[config.mk]
export PLATFORM = sky130hd
export DESIGN_NAME = alu_result_stage
export DESIGN_NICKNAME = d
export VERILOG_FILES = /design/src/rtl/alu_stage_pkg.sv /design/src/rtl/result_fifo.sv /design/src/rtl/alu_result_stage.sv
export SDC_FILE = /design/constraint.sdc
export NUM_CORES = 1
export LEC_CHECK = 0
export BUFFER_PORTS_ARGS = -buffer_cell sky130_fd_sc_hd__buf_2
export CORE_UTILIZATION = 50
export CTS_CLUSTER_DIAMETER = 150
export CTS_CLUSTER_SIZE = 16
export DETAILED_ROUTE_END_ITERATION = 10
export HOLD_SLACK_MARGIN = 0.06
export PLACE_DENSITY = 0.82
export SLEW_MARGIN = 20
export SYNTH_ARGS = -nofsm -noshare
export SYNTH_HDL_FRONTEND = slang
export SYNTH_SLANG_ARGS = --single-unit
export TNS_END_PERCENT = 20
[constraint.sdc]
create_clock -name clk -period 2.9 [get_ports clk]
set_input_delay 0.435 -clock clk [delete_from_list [all_inputs] [get_ports clk]]
set_output_delay 0.435 -clock clk [all_outputs]
set_load 0.01 [all_outputs]
[src/rtl/alu_stage_pkg.sv]
// Shared definitions for the ALU result stage: op encodings, flag bit
// positions and the flag-vector width.
// Optional feature macro: ALU_PARITY_FLAG_EN adds the even-parity flag P.
package alu_stage_pkg;

    typedef enum logic [1:0] {
        OP_PASS  = 2'b00,
        OP_ADD   = 2'b01,
        OP_SUB   = 2'b10,
        OP_CLEAR = 2'b11
    } alu_op_e;

    localparam int unsigned FLAG_Z = 0;
    localparam int unsigned FLAG_N = 1;
    localparam int unsigned FLAG_C = 2;
    localparam int unsigned FLAG_P = 3;

`ifdef ALU_PARITY_FLAG_EN
    localparam int unsigned FLAG_W = 4;
`else
    localparam int unsigned FLAG_W = 3;
`endif

endpackage

[src/rtl/result_fifo.sv]
// Small synchronous FIFO holding {flags, value} entries for the result stage.
// DEPTH must be a power of two so the pointers wrap naturally.
// The head reads as zero while empty so the outputs are clean after reset.
module result_fifo #(
    parameter int unsigned WIDTH = 11,
    parameter int unsigned DEPTH = 2
) (
    input  logic             clk,
    input  logic             rst_n,
    input  logic             push,
    input  logic [WIDTH-1:0] wdata,
    input  logic             pop,
    output logic [WIDTH-1:0] rdata,
    output logic             full,
    output logic             empty
);

    localparam int unsigned PtrW = (DEPTH > 1) ? $clog2(DEPTH) : 1;
    localparam int unsigned CntW = $clog2(DEPTH) + 1;

    logic [WIDTH-1:0] mem_q [DEPTH];
    logic [PtrW-1:0]  wr_ptr_q;
    logic [PtrW-1:0]  rd_ptr_q;
    logic [CntW-1:0]  count_q;
    logic [CntW-1:0]  count_d;
    logic             push_en;
    logic             pop_en;

    assign full    = (count_q == CntW'(DEPTH));
    assign empty   = (count_q == '0);
    assign push_en = push && !full;
    assign pop_en  = pop && !empty;

    // Occupancy: simultaneous push and pop leaves the count unchanged.
    always_comb begin
        count_d = count_q;
        if (push_en && !pop_en) begin
            count_d = count_q + CntW'(1);
        end else if (pop_en && !push_en) begin
            count_d = count_q - CntW'(1);
        end
    end

    // Pointer and count state, cleared asynchronously.
    always_ff @(posedge clk or negedge rst_n) begin
        if (!rst_n) begin
            wr_ptr_q <= '0;
            rd_ptr_q <= '0;
            count_q  <= '0;
        end else begin
            if (push_en) begin
                wr_ptr_q <= wr_ptr_q + PtrW'(1);
            end
            if (pop_en) begin
                rd_ptr_q <= rd_ptr_q + PtrW'(1);
            end
            count_q <= count_d;
        end
    end

    // Storage array; contents are don't-care until written, the head is gated by empty.
    always_ff @(posedge clk) begin
        if (push_en) begin
            mem_q[wr_ptr_q] <= wdata;
        end
    end

    // Head of queue, shown directly with no output register.
    always_comb begin
        rdata = '0;
        if (!empty) begin
            rdata = mem_q[rd_ptr_q];
        end
    end

endmodule

[src/rtl/alu_result_stage.sv]
// Registered result stage after the 8-bit operand/result mux: accumulator,
// PASS/ADD/SUB/CLEAR arithmetic, flag generation, and an output FIFO.
// Optional feature macro: ALU_PARITY_FLAG_EN adds the even-parity flag P.
module alu_result_stage
    import alu_stage_pkg::*;
#(
    parameter int unsigned WIDTH = 8,
    parameter int unsigned DEPTH = 2
) (
    input  logic              clk,
    input  logic              rst_n,
    input  logic              in_valid,
    output logic              in_ready,
    input  logic [WIDTH-1:0]  in_data,
    input  logic [1:0]        in_op,
    output logic              out_valid,
    input  logic              out_ready,
    output logic [WIDTH-1:0]  out_data,
    output logic [FLAG_W-1:0] out_flags,
    output logic [WIDTH-1:0]  acc
);

    localparam int unsigned EntryW = WIDTH + FLAG_W;

    alu_op_e           op;
    logic [WIDTH-1:0]  acc_q;
    logic [WIDTH-1:0]  result;
    logic [WIDTH:0]    wide;
    logic              carry;
    logic [FLAG_W-1:0] flags;
    logic              accept;
    logic              fifo_full;
    logic              fifo_empty;
    logic [EntryW-1:0] push_entry;
    logic [EntryW-1:0] head_entry;

    assign op = alu_op_e'(in_op);

    // in_ready depends only on FIFO occupancy, never on out_ready.
    assign in_ready  = !fifo_full;
    assign out_valid = !fifo_empty;
    assign accept    = in_valid && in_ready;
    assign acc       = acc_q;

    // Candidate accumulator value and carry/borrow for the presented op.
    always_comb begin
        wide   = '0;
        result = acc_q;
        carry  = 1'b0;
        unique case (op)
            OP_PASS: begin
                result = in_data;
            end
            OP_ADD: begin
                wide   = {1'b0, acc_q} + {1'b0, in_data};
                result = wide[WIDTH-1:0];
                carry  = wide[WIDTH];
            end
            OP_SUB: begin
                // Top bit of the widened difference is set exactly on borrow.
                wide   = {1'b0, acc_q} - {1'b0, in_data};
                result = wide[WIDTH-1:0];
                carry  = wide[WIDTH];
            end
            OP_CLEAR: begin
                result = '0;
            end
            default: begin
                result = acc_q;
            end
        endcase
    end

    // Status flags computed on the new value.
    always_comb begin
        flags         = '0;
        flags[FLAG_Z] = (result == '0);
        flags[FLAG_N] = result[WIDTH-1];
        flags[FLAG_C] = carry;
`ifdef ALU_PARITY_FLAG_EN
        flags[FLAG_P] = ~^result;
`endif
    end

    // Accumulator updates on the same edge the entry is pushed.
    always_ff @(posedge clk or negedge rst_n) begin
        if (!rst_n) begin
            acc_q <= '0;
        end else if (accept) begin
            acc_q <= result;
        end
    end

    assign push_entry = {flags, result};

    result_fifo #(
        .WIDTH (EntryW),
        .DEPTH (DEPTH)
    ) u_fifo (
        .clk   (clk),
        .rst_n (rst_n),
        .push  (accept),
        .wdata (push_entry),
        .pop   (out_ready),
        .rdata (head_entry),
        .full  (fifo_full),
        .empty (fifo_empty)
    );

    assign out_data  = head_entry[WIDTH-1:0];
    assign out_flags = head_entry[EntryW-1:WIDTH];

endmodule

==> qor_table.md, run 1 <==
| Item | Value | Unit |
| --- | --- | --- |
| Outcome | finished, final reports clean | - |
| Final-report max-slew violation count | 0 | - |
| Number of standard-cell rows in the floorplan | 24 | - |
| Clock buffers created by TritonCTS | 5 | - |
| Die outline width | 69.23 | um |
| DIE AREA | 0.004792 | mm^2 |
| Required @ worst endpoint | 2.99 | ns |
| Post-Syn Nets | 255 | - |
| # nets final | 291 | - |
| Transition time at the pin with the least slew margin | 0.8371 | ns |
| Final setup TNS | 0 | ns |
| Fraction of layout instances using a drive strength above 1 | 23.62 | % |
| Via count of the first global-routing pass | 1641 | - |
| Time the final worst path needs with I/O delays and setup | 2.704 | ns |
| Flip-flop and latch count after synthesis | 32 | - |
| Top-level I/O count | 35 | - |
| First-pass GRT wire length | 7.610 | mm |
| Peak clock frequency supported by timing | 369.9 | MHz |
| Largest net degree at the start of global routing | 13 | - |
| Final setup violation count | 0 | - |
| Largest stage delay on the critical path | 0.43 | ns |
| Die height | 69.23 | um |
| Diode count | 0 | - |
| Root Buffer | clkbuf_8 | - |
| Final hold violation count | 0 | - |
| Library cells used by synthesis | 57 | - |
| Slew HR | 43.99 | % |
| Hold Crit Class | input pin to flip-flop | - |
| Primary flip-flop cell chosen by synthesis mapping | edfxtp_1 | - |
| Floorplan Core Area | 0.004354 | mm^2 |
| Maximum Capacitance Violations | 0 | - |
| Family with the most delay on the worst path | compound AO/OA/AOI/OAI gates | - |
| Area added between synthesis and finish | 13.84 | % |
| Kind of capture point of the worst setup path | flip-flop | - |
| Count of port buffers added during placement | 34 | - |
| Clock tree from TritonCTS | built | - |
| Initial antenna violation count | 0 | - |
| Final wirelength | 4.578 | mm |
| Maximum resistive drop on vdd | 0.0003746 | V |
| Maximum buffer depth of the clock tree | 2 | - |
| Part of the Yosys area used for sequential elements | 39.87 | % |
| Mapped cell area | 0.002260 | mm^2 |
| Tcrit/Tclk final | 93.23 | % |
| GR Overflow Total | 0 | - |
| Clock sink total | 32 | - |
| Clock edge transition at the registers on the reported setup and hold paths | 0.06 | ns |
| Global placement routability congestion | 0.9183 | - |
| Worst Setup Path Type | flip-flop to flip-flop | - |
| RSZ-0062 raised after global routing | no | - |
| Clock network latency to the later pin of the worst-skew pair | 0.28 | ns |
| Post-place setup slack | 0.02281 | ns |
| Crit path top cell by count | a21oi_2 | - |
| Drt initial violations | 61 | - |
| Number of iterations in the first detailed-routing pass | 4 | - |
| DRC violations left | 0 | - |
| Number of buffers and inverters on the critical path | 1 | - |
| Postcts setup bufs | 0 | - |
| Critical-path cell with the highest stage delay | or4_1 | - |
| Critical-path cell list | ha_1 > inv_1 > fa_1 > o21bai_2 > a21oi_2 > a221o_1 > a21oi_2 > a21oi_1 > or4_1 > nor4_2 | - |
| Antenna-violating nets left | 0 | - |
| Setup slack after layout | 0.1963 | ns |
| Fraction of registers with async set or reset after synthesis | 37.50 | % |
| Power per cell area | 1014 | mW/mm^2 |
| Leak pwr | 1.162 | nW |
| H-tree levels | 2 | - |
| Count of synthesis-stage warnings from yosys | 0 | - |
| Launching element type of the critical path | flip-flop | - |
| Initial core utilization | 51.90 | % |
| Maximum net fanout on the critical path | 4 | - |
| Via count | 1746 | - |
| Routed WL per cell | 14.96 | um |
| Signal arrival time at the worst endpoint | 2.79 | ns |
| Vias per inst | 5.706 | - |
| Number of enable-type register cells in the synthesized netlist | 20 | - |
| Post-synthesis cell count | 218 | - |
| Mean Syn Cell Area | 10.37 | um^2 |
| Worst Clk Skew | 0.004511 | ns |
| DPL Wire Length | 3.594 | mm |
| Total routing usage reported by global routing | 19.98 | % |
cell families after synthesis:
kind of cell,after synthesis,share of synthesized area (%)
compound gates,51,17.22
mux,19,8.914
fa+ha+maj,23,13.40
flops,32,39.87
buf+inv,32,5.980
xor+xnor,9,3.489
simple gates,52,11.13
synth_stat cells (all sizes together), types with 4 or more instances:
cell    instances  share of area [%]
inv            22                3.7
nor2           21                3.5
ha             21                 12
mux2i          13                5.8
nand2          11                1.8
buf             6                1.7
mux2            6                3.2
o21ai           8                1.8
xnor2           6                2.3
edfxtp         20                 27
dfrtp          12                 13
nand2b          4                1.1
a21oi          15                4.0
placed cells by master, fill, tap and decap left out, types with 4 or more instances in the layout:
master and instances:
nand2b_1 4, dfrtp_1 12, inv_1 21, buf_2 34, o21ai_0 6, edfxtp_1 20
ha_1 21, xnor2_1 6, nand2_1 11, mux2i_1 13, nor2_1 21, mux2_2 5
a21oi_1 11, clkbuf_8 6
cell type report:
cell class,instances,area [um^2]
Inverter,23,86.33
Clock buffer,6,82.58
Tap cell,52,65.06
Fill cell,372,1782
Clock inverter,1,3.754
Multi-Input combinational cell,154,1231
Sequential cell,32,900.9
Timing Repair Buffer,38,202.7
what timing repair did:
action                                  in CTS  in global routing
hold buffers                                 1                  0
resized for setup                            0                  1
endpoints found under the setup margin       0                  2
hold endpoints to repair                    12                  0
metrics by stage:
stage	hold WS (ns)	power, mW	instances	utilization, %	cell area, um^2
6_report	0.4507	2.609	306	59.08	2572
5_1_grt	0.4864	2.816	306	59.08	2572
4_1_cts	0.4486	2.611	306	58.91	2565
3_5_place_dp	0.3477	2.275	298	56.70	2469
3_3_place_gp	0.3324	2.216	298	56.70	2469
2_1_floorplan	0.1394	1.902	218	-	2260
state kept, by name, summed over array words and instances, names as in the netlist:
name	count
u_fifo.count_q	2
u_fifo.mem_q	20
u_fifo.rd_ptr_q	1
u_fifo.wr_ptr_q	1
acc	8
worst paths after layout:
kind	slack [ns]	from	end	depth (start not counted)
max	0.20	acc[0]	u_fifo.mem_q[1][8]	10
min	0.45	out_ready	u_fifo.rd_ptr_q	3
min reg2reg	0.50	u_fifo.wr_ptr_q	u_fifo.wr_ptr_q	1
max reg2reg	0.20	acc[0]	u_fifo.mem_q[1][8]	10
min in group asynchronous	0.57	rst_n	acc[7]	2
max in group asynchronous	2.11	rst_n	acc[0]	2
power by group:
part / internal [mW] / switching [mW]
registers: 0.691 / 0.148
logic: 0.636 / 0.806
clock network: 0.184 / 0.145
layer usage:
metal	global-route usage, %	vias up	part of all wire, %
met2	33.76	53	51
li1	-	844	-
met5	0	-	0
met3	3.198	13	3.9
met1	25.12	836	43
met4	9.070	0	2.2
tightest hold or removal path: stages:
cell and delay (ns):
buf_2 0.09, nand2_1 0.09, xnor2_1 0.07
Power figures use the tool's default switching activity.
==> run 2: changes to the inputs <==
- clock period: 2.9 -> 3.1 ns (I/O delays scaled with it)
==> qor_table.md, run 2 (synthesis gave the netlist of run 1 again) <==
| Item | Value | Unit |
| --- | --- | --- |
| Outcome | finished, final reports clean | - |
| Crit path top cell by count | a21oi_2 | - |
| Number of standard-cell rows in the floorplan | 24 | - |
| DIE AREA | 0.004792 | mm^2 |
| Critical-path cell list | inv_1 > ha_1 > fa_1 > nand2b_1 > a21oi_2 > a2111oi_0 > a41o_1 > a2111oi_2 > a21oi_2 > nor4_2 | - |
| Fraction of layout instances using a drive strength above 1 | 23.32 | % |
| Count of port buffers added during placement | 34 | - |
| Area added between synthesis and finish | 12.90 | % |
| Vias per inst | 5.570 | - |
| H-tree levels | 2 | - |
| Area of all placed cells without fillers | 0.002551 | mm^2 |
| Highest-count cells in the layout ignoring fill and taps | 34 x buf_2, 21 x inv_1, 21 x nor2_1, 21 x ha_1, 20 x edfxtp_1 | - |
| Post-place setup slack | 0.1918 | ns |
| Floorplan Core Area | 0.004354 | mm^2 |
| Clock network latency to the later pin of the worst-skew pair | 0.28 | ns |
| DRC violations left | 0 | - |
| Final setup TNS | 0 | ns |
| Post-CTS Resized | 0 | - |
| Number of non-filler instances in the completed layout | 305 | - |
| Final wirelength | 4.528 | mm |
| Via count | 1699 | - |
| R2R Setup Slk | 0.35 | ns |
| # nets final | 289 | - |
| Tcrit/Tclk final | 88.64 | % |
| First-pass GRT wire length | 7.590 | mm |
| Filler instances | 362 | - |
| Global placement routability congestion | 0.9393 | - |
| Final hold violation count | 0 | - |
| Maximum Capacitance Violations | 0 | - |
| Hold Buf Count CTS | 0 | - |
| Clock tree from TritonCTS | built | - |
| Time the final worst path needs with I/O delays and setup | 2.748 | ns |
| Via count of the first global-routing pass | 1635 | - |
| Largest net degree at the start of global routing | 13 | - |
| Peak clock frequency supported by timing | 363.9 | MHz |
| Maximum resistive drop on vdd | 0.0003748 | V |
| Leading cell type in the layout, fill and taps excluded | buf_2 | - |
| Worst Clk Skew | 0.009184 | ns |
| Total routing usage reported by global routing | 19.84 | % |
| Launching element type of the critical path | flip-flop | - |
| Root Buffer | clkbuf_8 | - |
| Diode count | 0 | - |
| Utilization after layout | 58.59 | % |
| Drt initial violations | 80 | - |
| Leak pwr | 1.153 | nW |
| Setup slack after layout | 0.3521 | ns |
| Transition time at the pin with the least slew margin | 0.8135 | ns |
| Launching point of the worst reg2reg path | acc[0] | - |
| Slew HR | 45.56 | % |
| Die height | 69.23 | um |
| Postcts setup bufs | 0 | - |
| Critical-path cell with the highest stage delay | dfrtp_1 | - |
| Max FFs per register | 20 | - |
| Hold Crit Class | input pin to async pin | - |
| Largest Register | u_fifo.mem_q | - |
| Required @ worst endpoint | 3.17 | ns |
| Area of the multi-input gates | 0.001224 | mm^2 |
| Initial core utilization | 51.90 | % |
| Routed WL per cell | 14.85 | um |
| Initial antenna violation count | 0 | - |
| Die outline width | 69.23 | um |
| DPL Wire Length | 3.556 | mm |
| Flip-flop and latch area | 900.9 | um^2 |
| Endpoint of the worst register-to-register path | u_fifo.mem_q[0][8] | - |
| Antenna-violating nets left | 0 | - |
| Kind of capture point of the worst setup path | flip-flop | - |
| Worst Setup Path Type | flip-flop to flip-flop | - |
| GR Overflow Total | 0 | - |
| Final setup violation count | 0 | - |
| Final hold slack | 0.06086 | ns |
| Signal arrival time at the worst endpoint | 2.82 | ns |
| Top-level I/O count | 35 | - |
| First element of the critical path | acc[0] | - |
| Maximum buffer depth of the clock tree | 2 | - |
| Number of iterations in the first detailed-routing pass | 4 | - |
| Clock buffers created by TritonCTS | 5 | - |
| Clock sink total | 32 | - |
| Largest stage delay on the critical path | 0.39 | ns |
| Maximum net fanout on the critical path | 5 | - |
| Post-placement cell count | 297 | - |
| Final-report max-slew violation count | 0 | - |
| Clock edge transition at the registers on the reported setup and hold paths | 0.07 | ns |
| Length in cells of the worst reg-to-reg path | 10 | - |
| RSZ-0062 raised after global routing | no | - |
| Placed cell area | 0.002461 | mm^2 |
| Total Power | 2.429 | mW |
| Power per cell area | 952.1 | mW/mm^2 |
run 2: routing by layer:
| metal | share of wire (%) | wire length, um | vias to the layer above | global-route usage [%] |
|---|---|---|---|---|
| met5 | 0 | 0 | - | 0 |
| met4 | 1.7 | 76 | 0 | 6.349 |
| met3 | 3.8 | 172 | 8 | 3.198 |
| met2 | 49 | 2233 | 40 | 33.33 |
| met1 | 45 | 2045 | 808 | 26.22 |
| li1 | - | - | 843 | - |
run 2: worst max path at each step:
stage,endpoint,slack [ns],cells after the start
floorplan,u_fifo.mem_q[0][8],0.52,10
global placement,u_fifo.mem_q[0][8],0.31,11
detailed placement,u_fifo.mem_q[1][8],0.19,11
CTS,u_fifo.mem_q[0][8],0.38,10
global route,u_fifo.mem_q[0][8],0.15,10
finish,u_fifo.mem_q[0][8],0.35,10
run 2: worst max-delay path: cells and delay by family, from the launching register on:
family	cells	cell delay [ns]
buffers and inverters	1	0.09
AO/OA/AOI/OAI	5	1.03
adder cells (fa/ha/maj)	2	0.59
AND/OR/NAND/NOR	2	0.47
flip-flops	1	0.39
run 2: area by class of cell:
| cell class | count | share of cell area (%) |
|---|---|---|
| sequential | 32 | 35.31 |
| tap | 52 | 2.550 |
| multi-input combinational | 154 | 47.96 |
| clock buffer | 7 | 3.384 |
| clock inverter | 1 | 0.1471 |
| inverter | 23 | 3.384 |
| timing repair buffer | 36 | 7.258 |
run 2: power by group:
part	leakage [nW]	total, mW	switching, mW	internal (mW)
Clock	0.0459	0.314	0.137	0.177
Sequential	0.336	0.787	0.141	0.646
Combinational	0.770	1.33	0.739	0.588
Total	1.15	2.43	1.02	1.41
==> run 3: changes to the inputs <==
- PLACE_DENSITY: 0.82 -> 0.84
- clock period: 3.1 -> 2.35 ns (I/O delays scaled with it)
==> qor_table.md, run 3 (synthesis gave the netlist of run 1 again) <==
| Item | Value | Unit |
| --- | --- | --- |
| Worst Setup Path Type | flip-flop to flip-flop | - |
| Share of power burned in the clock network | 10.4 | % |
| Peak clock frequency supported by timing | 376.9 | MHz |
| P_sw | 1.565 | mW |
| Global placement routability congestion | 0.9404 | - |
| Outcome | complete, but fails checks | - |
| Met3 Usage GRT | 3.924 | % |
| Clock network latency to the later pin of the worst-skew pair | 0.28 | ns |
| Transition time at the pin with the least slew margin | 0.6324 | ns |
| Launching element type of the critical path | flip-flop | - |
| Final hold violation count | 0 | - |
| Fraction of layout instances using a drive strength above 1 | 39.12 | % |
| Vias per inst | 5.483 | - |
| GR Overflow Total | 0 | - |
| Initial core utilization | 51.90 | % |
| Die height | 69.23 | um |
| Number of standard-cell rows in the floorplan | 24 | - |
| Power per cell area | 1271 | mW/mm^2 |
| Critical-path cell with the highest stage delay | or4_4 | - |
| Crit path top cell by count | a21oi_2 | - |
| Launching point of the worst reg2reg path | acc[0] | - |
| Area added between synthesis and finish | 31.34 | % |
| Largest Register | u_fifo.mem_q | - |
| Routed WL per cell | 15.69 | um |
| DRC violations left | 0 | - |
| Combinational fraction of design power | 62.5 | % |
| Tcrit/Tclk final | 112.9 | % |
| Clock sink total | 32 | - |
| Leading cell type in the layout, fill and taps excluded | buf_4 | - |
| Clock edge transition at the registers on the reported setup and hold paths | 0.06 | ns |
| Diode count | 0 | - |
| RSZ-0062 raised after global routing | yes | - |
| Portion of total power attributed to sequential cells | 27.1 | % |
| Clock tree from TritonCTS | built | - |
| Drt initial violations | 62 | - |
| Violated checks | setup timing | - |
| Largest net degree at the start of global routing | 13 | - |
| Worst Clk Skew | 0.005304 | ns |
| Maximum buffer depth of the clock tree | 2 | - |
| Utilization after layout | 68.16 | % |
| Slew HR | 57.30 | % |
| Top-level I/O count | 35 | - |
| DPL Wire Length | 3.959 | mm |
| Endpoint of the worst register-to-register path | u_fifo.mem_q[0][8] | - |
| # nets final | 330 | - |
| Kind of capture point of the worst setup path | flip-flop | - |
| Global-route layer with the greatest usage | met2 | - |
| Final setup TNS | -1.191 | ns |
| Initial antenna violation count | 0 | - |
| Floorplan Core Area | 0.004354 | mm^2 |
| Number of iterations in the first detailed-routing pass | 4 | - |
| Time the final worst path needs with I/O delays and setup | 2.653 | ns |
| Leak pwr | 1.378 | nW |
| Highest-count cells in the layout ignoring fill and taps | 41 x buf_4, 34 x buf_2, 21 x nor2_1 | - |
| Maximum Capacitance Violations | 0 | - |
| Via count | 1897 | - |
| Total routing usage reported by global routing | 22.70 | % |
| First-pass GRT wire length | 8.597 | mm |
| Met2 global-route usage | 41.10 | % |
| Launch point of the worst hold path | out_ready | - |
| Hold EP | u_fifo.rd_ptr_q | - |
| Met1 layer usage reported by global route | 26.71 | % |
| Max FFs per register | 20 | - |
| R2R Setup Slk | -0.30 | ns |
| Via count of the first global-routing pass | 1876 | - |
| Setup slack after layout | -0.3032 | ns |
| Largest stage delay on the critical path | 0.44 | ns |
| Critical-path cell list | ha_2 > inv_2 > fa_2 > o21bai_4 > a21oi_4 > a221o_1 > a21oi_2 > a21oi_2 > or4_4 > nor4_4 | - |
| Number of buffers and inverters on the critical path | 1 | - |
| Family with the most delay on the worst path | compound AO/OA/AOI/OAI gates | - |
| Maximum resistive drop on vdd | 0.0005467 | V |
| H-tree levels | 2 | - |
| Die outline width | 69.23 | um |
| Antenna-violating nets left | 0 | - |
| Hold Path Depth | 3 | - |
| Final-report max-slew violation count | 0 | - |
| Maximum net fanout on the critical path | 3 | - |
| Post-place setup slack | -0.2853 | ns |
| Signal arrival time at the worst endpoint | 2.76 | ns |
| Final setup violation count | 8 | - |
| Sw Share | 41.47 | % |
| DIE AREA | 0.004792 | mm^2 |
| Length in cells of the worst reg-to-reg path | 10 | - |
| Hold Crit Class | input pin to flip-flop | - |
| Final wirelength | 5.430 | mm |
| Internal power consumption | 2.208 | mW |
| Count of port buffers added during placement | 34 | - |
| Clock buffers created by TritonCTS | 5 | - |
| Required @ worst endpoint | 2.46 | ns |
| Root Buffer | clkbuf_8 | - |
run 3: cell types whose count changed in the layout (fill, tap and decap cells not counted), sizes merged:
cell | before | now
dlygate4sd3 | 0 | 1
buf | 36 | 76
run 3: power by group through the flow:
stage | registers, mW | logic [mW] | clock network, mW
floorplan | 0.997 | 1.35 | 0
global placement | 1.01 | 2.02 | 0
detailed placement | 1.02 | 2.09 | 0
CTS | 1.02 | 2.20 | 0.403
global route | 1.05 | 2.55 | 0.428
finish | 1.02 | 2.36 | 0.391
run 3: layer usage:
layer	vias up	wire [um]
met5	-	0
met1	896	2247
met4	0	131
li1	926	-
met2	61	2830
met3	14	220
run 3: worst max-delay path by stage:
stage / start / to / depth (start not counted) / slack (ns)
floorplan: acc[0] / u_fifo.mem_q[0][8] / 10 / -0.16
CTS: acc[0] / u_fifo.mem_q[1][8] / 10 / -0.24
finish: acc[0] / u_fifo.mem_q[0][8] / 10 / -0.30
global placement: in_data[0] / u_fifo.mem_q[0][8] / 11 / -0.22
detailed placement: in_data[0] / u_fifo.mem_q[0][8] / 10 / -0.29
global route: acc[0] / u_fifo.mem_q[0][8] / 10 / -0.36
run 3: area by class of cell:
cell class,count,area [um^2]
inverters,23,86.33
fillers,302,1386
multi-input cells,154,1336
clock inverters,1,3.754
flip-flops and latches,32,900.9
repair buffers,77,499.2
well taps,52,65.06
clock buffers,7,76.32
run 3: worst min-delay path, delay by kind of cell:
kind | cells | cell delay (ns)
simple gates | 1 | 0.09
xor+xnor | 1 | 0.07
buf+inv | 1 | 0.09
run 3: metrics by stage:
stage | hold slack (ns) | instances | cell area, um^2 | total power [mW]
final | 0.3691 | 346 | 2968 | 3.773
after global routing | 0.3769 | 346 | 2968 | 4.020
after CTS | 0.3629 | 345 | 2895 | 3.621
after detailed placement | 0.2696 | 334 | 2744 | 3.116
after global placement | 0.2481 | 334 | 2744 | 3.033
after floorplan | 0.05691 | 218 | 2265 | 2.349
run 3: repair_timing:
| action | in CTS | in global routing |
|---|---|---|
| buffers inserted | 2 | 1 |
| gates resized for setup | 8 | 14 |
| hold endpoints to repair | 12 | 0 |
| hold buffers | 1 | 0 |
| pin swaps | 0 | 2 |
| setup endpoints to repair | 13 | 13 |
